[src/rtl/shift_sequencer.sv]
// Iterative SLL/SRA unit: one power-of-two stage (16,8,4,2,1) per clock through a shared stage datapath.
// Latency: 5 cycles from the accepting edge to the result (1..5 with EARLY_EXIT when low amount bits are zero).
// Backpressure: busy is high while running; ctrl_start is ignored while busy, accepted in IDLE or DONE.
module shift_sequencer #(
   parameter int WIDTH      = 32,
   parameter int SHAMT_W    = 5,
   parameter int EARLY_EXIT = 0
) (
   input  logic               clock,
   input  logic               reset,
   input  logic               ctrl_start,
   input  logic               ctrl_op,
   input  logic [WIDTH-1:0]   data_operand,
   input  logic [SHAMT_W-1:0] ctrl_shiftamt,
   output logic [WIDTH-1:0]   data_result,
   output logic               data_resultRDY,
   output logic               busy
);

   localparam int STAGE_W = $clog2(SHAMT_W);
   localparam logic [STAGE_W-1:0] STAGE_TOP = STAGE_W'(SHAMT_W - 1);

   typedef enum logic [1:0] {
      IDLE = 2'd0,
      RUN  = 2'd1,
      DONE = 2'd2
   } state_t;

   state_t             state;
   logic [WIDTH-1:0]   working;
   logic [SHAMT_W-1:0] amt_r;
   logic               op_r;
   logic [STAGE_W-1:0] stage;

   logic [SHAMT_W-1:0] shift_dist;
   logic [WIDTH-1:0]   sll_val;
   logic [WIDTH-1:0]   sra_val;
   logic [WIDTH-1:0]   stage_val;
   logic               rem_zero;

   // Shared stage datapath: shift the working value by 2^stage when that amount bit is set.
   // The arithmetic shift is kept in its own assignment so the signed context is not lost in the mux.
   always_comb begin
      shift_dist = SHAMT_W'(1) << stage;
      sll_val    = working << shift_dist;
      sra_val    = $signed(working) >>> shift_dist;
      stage_val  = working;
      if (amt_r[stage]) begin
         stage_val = op_r ? sra_val : sll_val;
      end
   end

   // True when no amount bit at or below the current stage remains set (early-exit condition).
   always_comb begin
      rem_zero = 1'b1;
      for (int i = 0; i < SHAMT_W; i++) begin
         if ((i <= int'(stage)) && amt_r[i]) begin
            rem_zero = 1'b0;
         end
      end
   end

   // Sequencer FSM with registered outputs; a start is accepted from IDLE or DONE only.
   always_ff @(posedge clock) begin
      if (reset) begin
         state          <= IDLE;
         working        <= '0;
         amt_r          <= '0;
         op_r           <= 1'b0;
         stage          <= STAGE_TOP;
         data_result    <= '0;
         data_resultRDY <= 1'b0;
         busy           <= 1'b0;
      end else begin
         case (state)
            IDLE, DONE: begin
               // The RDY pulse lasts only the DONE cycle, even when a new start is taken then.
               data_resultRDY <= 1'b0;
               if (ctrl_start) begin
                  working <= data_operand;
                  amt_r   <= ctrl_shiftamt;
                  op_r    <= ctrl_op;
                  stage   <= STAGE_TOP;
                  busy    <= 1'b1;
                  state   <= RUN;
               end else begin
                  state <= IDLE;
               end
            end
            RUN: begin
               if ((EARLY_EXIT != 0) && rem_zero) begin
                  data_result    <= working;
                  data_resultRDY <= 1'b1;
                  busy           <= 1'b0;
                  stage          <= STAGE_TOP;
                  state          <= DONE;
               end else begin
                  working <= stage_val;
                  if (stage == '0) begin
                     // Result is captured from the final stage output on the same edge.
                     data_result    <= stage_val;
                     data_resultRDY <= 1'b1;
                     busy           <= 1'b0;
                     stage          <= STAGE_TOP;
                     state          <= DONE;
                  end else begin
                     stage <= stage - STAGE_W'(1);
                  end
               end
            end
            default: begin
               data_resultRDY <= 1'b0;
               busy           <= 1'b0;
               state          <= IDLE;
            end
         endcase
      end
   end

endmodule

[config.mk]
export PLATFORM = sky130hd
export DESIGN_NAME = shift_sequencer
export DESIGN_NICKNAME = d
export VERILOG_FILES = /design/src/rtl/shift_sequencer.sv
export SDC_FILE = /design/constraint.sdc
export NUM_CORES = 1
export LEC_CHECK = 0
export ABC_CLOCK_PERIOD_IN_PS = 1930
export CAP_MARGIN = 20
export CORE_MARGIN = 4
export CORE_UTILIZATION = 36
export CTS_CLUSTER_SIZE = 25
export DETAILED_ROUTE_END_ITERATION = 8
export SETUP_SLACK_MARGIN = 0.1
export SYNTH_ARGS = -nofsm -noshare
export SYNTH_HDL_FRONTEND = slang
export SYNTH_SLANG_ARGS = --single-unit
[constraint.sdc]
create_clock -name clock -period 1.93 [get_ports clock]
set_input_delay 0.2895 -clock clock [delete_from_list [all_inputs] [get_ports clock]]
set_output_delay 0.2895 -clock clock [all_outputs]
set_load 0.02 [all_outputs]
# Word level (Yosys, flattened, before mapping)
# Cells that the tools add are included.
[totals]
reg_bits = 77
input_bits = 41
output_inout_bits = 34
wordCells = 42
[classes]
add_sub_neg = 1
n_lt_le_gt_ge = 1
eq_ne = 4
shifts = 3
muxes = 15
bitwise = 1
n_reduce_logical = 9
[op_table]
columns = ["operator", "count"]
rows = [
  ["$mux W32", 3],
  ["$pmux W32 S2", 1],
  ["$shl A32 B5 Y32", 1],
  ["$sshr A32 B5 Y32", 1],
  ["$reduce_and A2 Y1", 4],
  ["$mux W3", 2],
  ["$pmux W3 S2", 1],
  ["$shl A1 B3 Y5 const A", 1],
  ["$lt A3 B4 Y1 const B", 1],
  ["$mux W1", 4],
  ["$ne A2 B2 Y1 const B", 2],
  ["$pmux W2 S2", 1],
  ["$reduce_or A2 Y1", 2],
  ["$bmux W1 S3", 1],
  ["$logic_not A3 Y1", 1],
  ["$sub A3 B1 Y3 const B", 1],
  ["$eq A2 B1 Y1 const B", 1],
  ["$eq A2 B2 Y1 const B", 1],
  ["$logic_not A2 Y1", 1],
  ["$mux W2", 1],
  ["$pmux W1 S2", 1],
  ["$reduce_bool A2 Y1", 1],
  ["$not A1 Y1", 1],
]

# Longest topological paths before layout
# Gate-level depths: netlist of the first run.
[logic_depth]
ltp_word = 5
mapped_depth = 10
ltp_nobuf = 6

# Least setup slack after synthesis of the first run
# OpenSTA, ideal clock, no wires.
[synth_path]
path_kind = "register -> register"
start = "reg stage[2]"
end = "reg working[24]"
setup_time_ns = 0.132
arrival_time_ns = 1.715
path_slack_ns = 0.083
path_stages_with_launch = 9
path_buffers = 2
period_less_slack_ns = 1.847
cell_sequence = "dfxtp_1 > buf_4 > or3b_1 > buf_2 > o21a_1 > o221a_1 > o32a_1 > o21ai_1 > a21oi_1"
[synth_between]
elab_chain_cells = 5
[synth_rtl]
columns = ["item", "line", "text"]
rows = [
  ["start, declared", "33", "logic [STAGE_W-1:0] stage;"],
  ["start signal, assigned", "107", "stage <= stage - STAGE_W'(1);"],
  ["$shl A1 B3 Y5", "44", "shift_dist = SHAMT_W'(1) << stage;"],
  ["$shl A32 B5 Y32 or $sshr A32 B5 Y32 (tied branches)", "45, 46", ""],
  ["$mux W32", "49", "stage_val = op_r ? sra_val : sll_val;"],
  ["$mux W32 *", "48", "if (amt_r[stage]) begin"],
  ["$pmux W32 S2 *", "75", "case (state)"],
  ["end signal, assigned", "80", "working <= data_operand;"],
  ["end signal, assigned", "98", "working <= stage_val;"],
  ["end, declared", "30", "logic [WIDTH-1:0] working;"],
]
# Mark *: on every way between the ends. The rest lies on a longest branch, timed or not. The select of a mux whose other input is x is not followed.
# A chain may end at the register's enable or synchronous reset.

# Worst setup path after layout of the first run
[layout_path]
start = "reg stage[0]"
end = "reg data_result[29]"
[layout_between]
elab_chain_cells = 4
[layout_rtl]
columns = ["item", "line", "text"]
rows = [
  ["$shl A1 B3 Y5", "44", ""],
  ["$shl A32 B5 Y32 or $sshr A32 B5 Y32 (tied branches)", "45, 46", ""],
  ["$mux W32", "49", ""],
  ["$mux W32", "48", ""],
  ["end signal, assigned", "92", "data_result <= working;"],
  ["end signal, assigned", "101", "data_result <= stage_val;"],
  ["end, declared", "15", "output logic [WIDTH-1:0] data_result,"],
]
# Several ways; a longest one is shown, not always the timed one. The select of a mux whose other input is x is not followed.

==> run metrics, run 1 <==
status finished with violations; failing checks negative setup slack; row cnt 48; global-route wire length before repair 51.3 mm; TritonCTS clock tree yes; Die X around 140 um; cells after synthesis between 800 and 900; ys async rst share 0%; area grow syn2layout 72.7%; r2r setup slk -0.15 ns; Worst-Margin Slew about 0.67 ns; CP Launch Point stage[0]; Routed WL per cell approximately 27 um; HP Class input pin to register; vias per cell ~6.6; post-route cell area approximately 0.011 mm2; Die Ht 143 um; Final min period 2.08 ns; worst-path fanout max 8; final antenna-violating net count 0; r2r worst-path depth 10; n_diodes 0; Mapped Area 0.00652 mm2; initial antenna violation count 0; hold path depth 3; gr usage total 32.8%; Hold Crit Start reset; post-place setup slack -0.271 ns; Placed Area a little under 0.009 mm2; Syn Area/Cell 7.69 um2; GRT overflow 0; Critical Path Source Type register; layout cells sized above 1 between 40 and 50%; clk buf depth 2; Buffers on Ports 74; Critical Path AT 2.30 ns; Fin. Hold Viols 0; worst reg2reg startpoint stage[0]; clock buffer count from CTS 9; final non-filler cell total 1347; fin worst setup slack -0.148 ns; fraction of the yosys area taken by sequential cells 23.7%; DP HPWL 24.5 mm; critical path endpoint category register; CP Class register to register; clk slew on worst S/H paths 0.07 ns; Relative slew margins a little under three fifths; Lkg Pwr roughly 4.2 nW; I/O Pins 75; die area 0.0203 mm2; Sink Count 77; Final Util roughly 64%; DRC 0; #FFs+latches synth 77; fillcell total about 1400; TritonRoute pass-1 iters 7; ratio of final minimum period to clock period 108%; Slew Limit Fails 0; Max rail drop VDD 0.435 mV; RR Endpoint data_result[29]; Final nets roughly 1200; number of H-tree levels 3; setup TNS -2.99 ns; skew final 0.00693 ns; Main synth FF type dfxtp_1; FMAX 0.481 GHz; commonest non-fill, non-tap cell in the layout buf_4; number of global-route vias before repair 8329; Cells after DPL 1258; WL final roughly 36 mm; synth warn 0; drt initial violations 1661; Clock Latency Late Sink 0.34 ns; Mapped Nets around 890; largest net degree at the start of global routing 69; RSZ-0062 raised after global routing yes; starting density of the core 37.2%; number of synthesized flops with an enable pin 0; Core Area 0.0175 mm2; Setup-failing EPs final 50; PD cells 622 mW/mm2; most frequent cells in the layout buf_4 (204), dfxtp_1 (74), clkdlybuf4s50_1 (73); Pwr Total between 7 and 8 mW; CP required 2.15 ns; Cell variety after synth 85; worst hold path endpoint working[7]; routability cong. 1.00; Max-Cap Viols 0; via count 8866; Min Hold Slack between 0.4 and 0.5 ns; CTS Root Cell clkbuf_16
-- cell families (layout without fill, tap and decap cells) --
group | after synthesis | after routing | share of synthesized area, %
AOI/OAI and AO/OA | 361 | 362 | 38.9
buffers and inverters | 125 | 398 | 10.6
DFF | 77 | 77 | 23.7
muxes | 39 | 39 | 7.76
and+or+nand+nor | 246 | 246 | 19.1
-- area by class of cell --
class | count | area, um2 | area share (%)
multi-input combinational | 647 | 5360 | 47.6
timing repair buffer | 375 | 3740 | 33.2
sequential | 77 | 1550 | 13.8
tap | 225 | 282 | 2.50
clock buffer | 9 | 225 | 2.00
clock inverter | 6 | 71.3 | 0.634
inverter | 8 | 30.0 | 0.267
-- power by group --
part           total, mW  leakage, nW  switching [mW]  internal [mW]
clock               1.74        0.139           0.735           1.01
sequential          1.88        0.629           0.207           1.67
combinational       3.38         3.39            1.72           1.66
total               7.00         4.16            2.66           4.34
-- synth_stat cells (4+ instances only) --
| library cell | n | area share, % |
|---|---|---|
| a21o_1 | 4 | 0.46 |
| a22oi_1 | 39 | 4.5 |
| and3_1 | 6 | 0.58 |
| or3_1 | 7 | 0.67 |
| dfxtp_1 | 77 | 24 |
| nor2_1 | 58 | 3.3 |
| a32oi_1 | 7 | 0.94 |
| nor3b_1 | 4 | 0.46 |
| nand4_1 | 5 | 0.48 |
| nor3_1 | 11 | 0.84 |
| o221a_2 | 4 | 0.69 |
| nand3_1 | 17 | 1.3 |
| o21a_1 | 9 | 1.0 |
| mux4_2 | 8 | 2.8 |
| o211ai_1 | 15 | 1.7 |
| buf_4 | 14 | 1.6 |
| o21ai_0 | 65 | 5.0 |
| mux2_2 | 6 | 1.0 |
| a21boi_0 | 6 | 0.69 |
| a31oi_1 | 12 | 1.2 |
| o21ai_1 | 7 | 0.54 |
| nand2_1 | 72 | 4.1 |
| o31ai_1 | 7 | 0.81 |
| o221ai_1 | 16 | 2.2 |
| buf_6 | 13 | 2.2 |
| mux2i_1 | 23 | 3.5 |
| a211o_1 | 4 | 0.54 |
| nor2b_1 | 19 | 1.8 |
| a211oi_1 | 18 | 2.1 |
| clkbuf_1 | 60 | 3.5 |
| buf_2 | 25 | 1.9 |
| o32ai_1 | 5 | 0.67 |
| nand2b_1 | 16 | 1.5 |
| o22ai_1 | 23 | 2.2 |
| inv_1 | 6 | 0.35 |
| a2bb2oi_1 | 5 | 0.67 |
| a21oi_1 | 68 | 5.2 |
| nand3b_1 | 4 | 0.46 |
| and2_1 | 7 | 0.67 |
| a22o_1 | 5 | 0.67 |
-- registers in the layout, summed over array words and instances, names as in the netlist --
name            flops
working            32
busy                1
data_result        32
amt_r               5
op_r                1
state               2
data_resultRDY      1
stage               3
-- layer usage --
metal	vias up	GRT usage (%)	wire (um)
li1	3781	-	-
met1	4251	45.9	14200
met2	691	48.3	15600
met3	143	8.67	4530
met4	0	12.1	1720
met5	-	0	0
-- critical path, cell delays in order, from the launching register on --
cell and delay (ns):
dfxtp_4 0.43, buf_12 0.15, buf_6 0.11, nor2_4 0.04, buf_12 0.14, buf_4 0.15, a211oi_1 0.44, o311ai_4 0.17
buf_4 0.17, o211ai_1 0.08, a21oi_1 0.09
-- timing repair --
| item | CTS | global route |
|---|---|---|
| resized for setup | 170 | 169 |
| buffers inserted | 34 | 32 |
| gates cloned | 5 | 6 |
| pin swaps | 76 | 111 |
| hold buffers | 0 | 0 |
| setup endpoints to repair | 64 | 65 |
-- worst max-delay path by stage --
| stage | to | slack, ns | depth (start not counted) |
|---|---|---|---|
| 6_report | data_result[29] | -0.15 | 10 |
| 5_1_grt | working[27] | -0.23 | 8 |
| 4_1_cts | data_result[8] | -0.12 | 8 |
| 3_5_place_dp | data_result[17] | -0.27 | 8 |
| 3_3_place_gp | data_result[17] | -0.27 | 8 |
| 2_1_floorplan | working[25] | 0.10 | 6 |
Note: power is estimated with default switching activity, not from simulation.
==> run 2, diff against run 1 <==
ABC_CLOCK_PERIOD_IN_PS = 2100   (was 1930)
clock period = 2.1 ns   (was 1.93 ns; I/O delays follow)
==> run 2 against run 1 <==
Compared with the run above:
- the flow still finishes with violations (negative setup slack)
- non-clock buffer count fell by 79
- global-route usage down 2.5 points
- setup slack improved by 0.14 ns
- sequential cell count unchanged
- critical endpoint is now data_result[22]
- largest cell class unchanged
==> run metrics, run 2 (synthesis gave the netlist of run 1 again) <==
Buffers on Ports between 70 and 80; Final Util 56.6%; Max rail drop VDD 0.413 mV; FMAX 0.474 GHz; routability cong. 1.04; number of global-route vias before repair 7655; layout cells sized above 1 approximately 37%; Slew Limit Fails 0; row cnt 48; DRC 0; post-place setup slack -0.156 ns; Lkg Pwr roughly 3.6 nW; initial antenna violation count 0; commonest non-fill, non-tap cell in the layout buf_4; final antenna-violating net count 0; worst-path fanout max 17; PD cells around 600 mW/mm2; Critical Path AT approximately 2.3 ns; most frequent cells in the layout buf_4 (171), clkdlybuf4s50_1 (73), dfxtp_1 (72); TritonRoute pass-1 iters 6; clock buffer count from CTS 9; Int Pwr around 3.8 mW; drt initial violations 1065; failing checks negative setup slack; Die X 143 um; global-route wire length before repair about 48 mm; status finished with violations; Core Area about 0.018 mm2; clk buf depth 2; Sink Count 77; GRT overflow 0; clk slew on worst S/H paths around 0.070 ns; Setup-failing EPs final 1; sequential share of power 29.0%; Final nets 1079; largest net degree at the start of global routing 52; Logic pwr share 42.0%; CTS Root Cell clkbuf_16; Die Ht 143 um; CP Class register to register; WL final approximately 32 mm; Sw Share a little under two fifths; number of H-tree levels 3; Max-Cap Viols 0; die area 0.0203 mm2; Clk pwr share between 20 and 30%; Fin. Hold Viols 0; TritonCTS clock tree yes; RSZ-0062 raised after global routing yes; ratio of final minimum period to clock period 101%; Switch Pwr 2.20 mW; skew final 0.00875 ns; Final min period 2.11 ns; HP Class register to register; fin worst setup slack -0.0109 ns; Relative slew margins 49.1%; Routed WL per cell roughly 25 um; I/O Pins 75; starting density of the core 37.2%; DP HPWL 22.9 mm; area grow syn2layout 52.3%; gr usage total 30.2%; Worst-Margin Slew between 0.7 and 0.8 ns; Critical Path Source Type register; via count 8277; critical path endpoint category register; vias per cell 6.53; CP required 2.31 ns; Clock Latency Late Sink 0.35 ns; n_diodes 0; biggest regs data_result: 32 flops, working: 32 flops, amt_r: 5 flops
==> run 2: cell types whose count changed in the layout (fill, tap and decap cells not counted), sizes merged <==
cell / before / now
buf: 296 / 223
bufinv: 1 / 2
clkbuf: 15 / 10
clkinvlp: 2 / 1
o221ai: 18 / 17
==> run 2: final timing paths <==
path / endpoint / slack [ns] / cells past startpoint / startpoint
setup / recovery: data_result[22] / -0.01 / 8 / stage[0]
hold / removal: data_result[10] / 0.46 / 2 / data_result[10]
setup reg to reg: data_result[22] / -0.01 / 8 / stage[0]
hold reg to reg: data_result[10] / 0.46 / 2 / data_result[10]
==> run 2: area by class of cell <==
cell class / instances / area (um2)
Fill cell: 1614 / 7610
Multi-Input combinational cell: 646 / 4990
Timing Repair Buffer: 296 / 2740
Sequential cell: 77 / 1560
Tap cell: 225 / 282
Clock buffer: 10 / 229
Clock inverter: 6 / 93.8
Inverter: 8 / 30.0
==> run 2: metrics by stage <==
step                      cells  hold slack [ns]  power, mW  instance area, um2  setup TNS (ns)
final                      1268            0.462       5.98                9930         -0.0109
after global routing       1268            0.475       6.16                9930          -0.267
after CTS                  1252            0.461       5.68                9290               0
after detailed placement   1220            0.449       3.75                8480          -0.661
after global placement     1220            0.444       3.76                8480          -0.640
after floorplan             848            0.446       2.82                6520               0
==> run 2: critical path, cell delays in order (launching register included) <==
cell      delay, ns
dfxtp_4        0.40
buf_12         0.17
buf_4          0.16
mux2i_1        0.21
a21oi_1        0.10
o221ai_1       0.21
nand2_1        0.10
o211ai_1       0.46
a211oi_1       0.15
==> run 2: power groups by stage <==
stage	combinational (mW)	sequential (mW)	clock [mW]
after global routing	2.63	1.73	1.80
after global placement	2.02	1.74	0
final	2.51	1.74	1.74
after floorplan	1.20	1.62	0
after detailed placement	2.01	1.74	0
after CTS	2.21	1.71	1.76
==> run 2: layer usage <==
metal  GRT usage, %  up-vias  part of all wire (%)
met5              0        -                     0
met4           12.6        0                   5.3
met3           6.89      136                    12
met2           44.4      621                    42
met1           42.5     3915                    41
li1               -     3605                     -
==> run 2: timing repair <==
item / 4_1_cts / 5_1_grt
gates resized for setup: 82 / 116
pin swaps: 31 / 66
setup buffers: 16 / 16
hold buffers: 0 / 0
endpoints found under the setup margin: 56 / 63
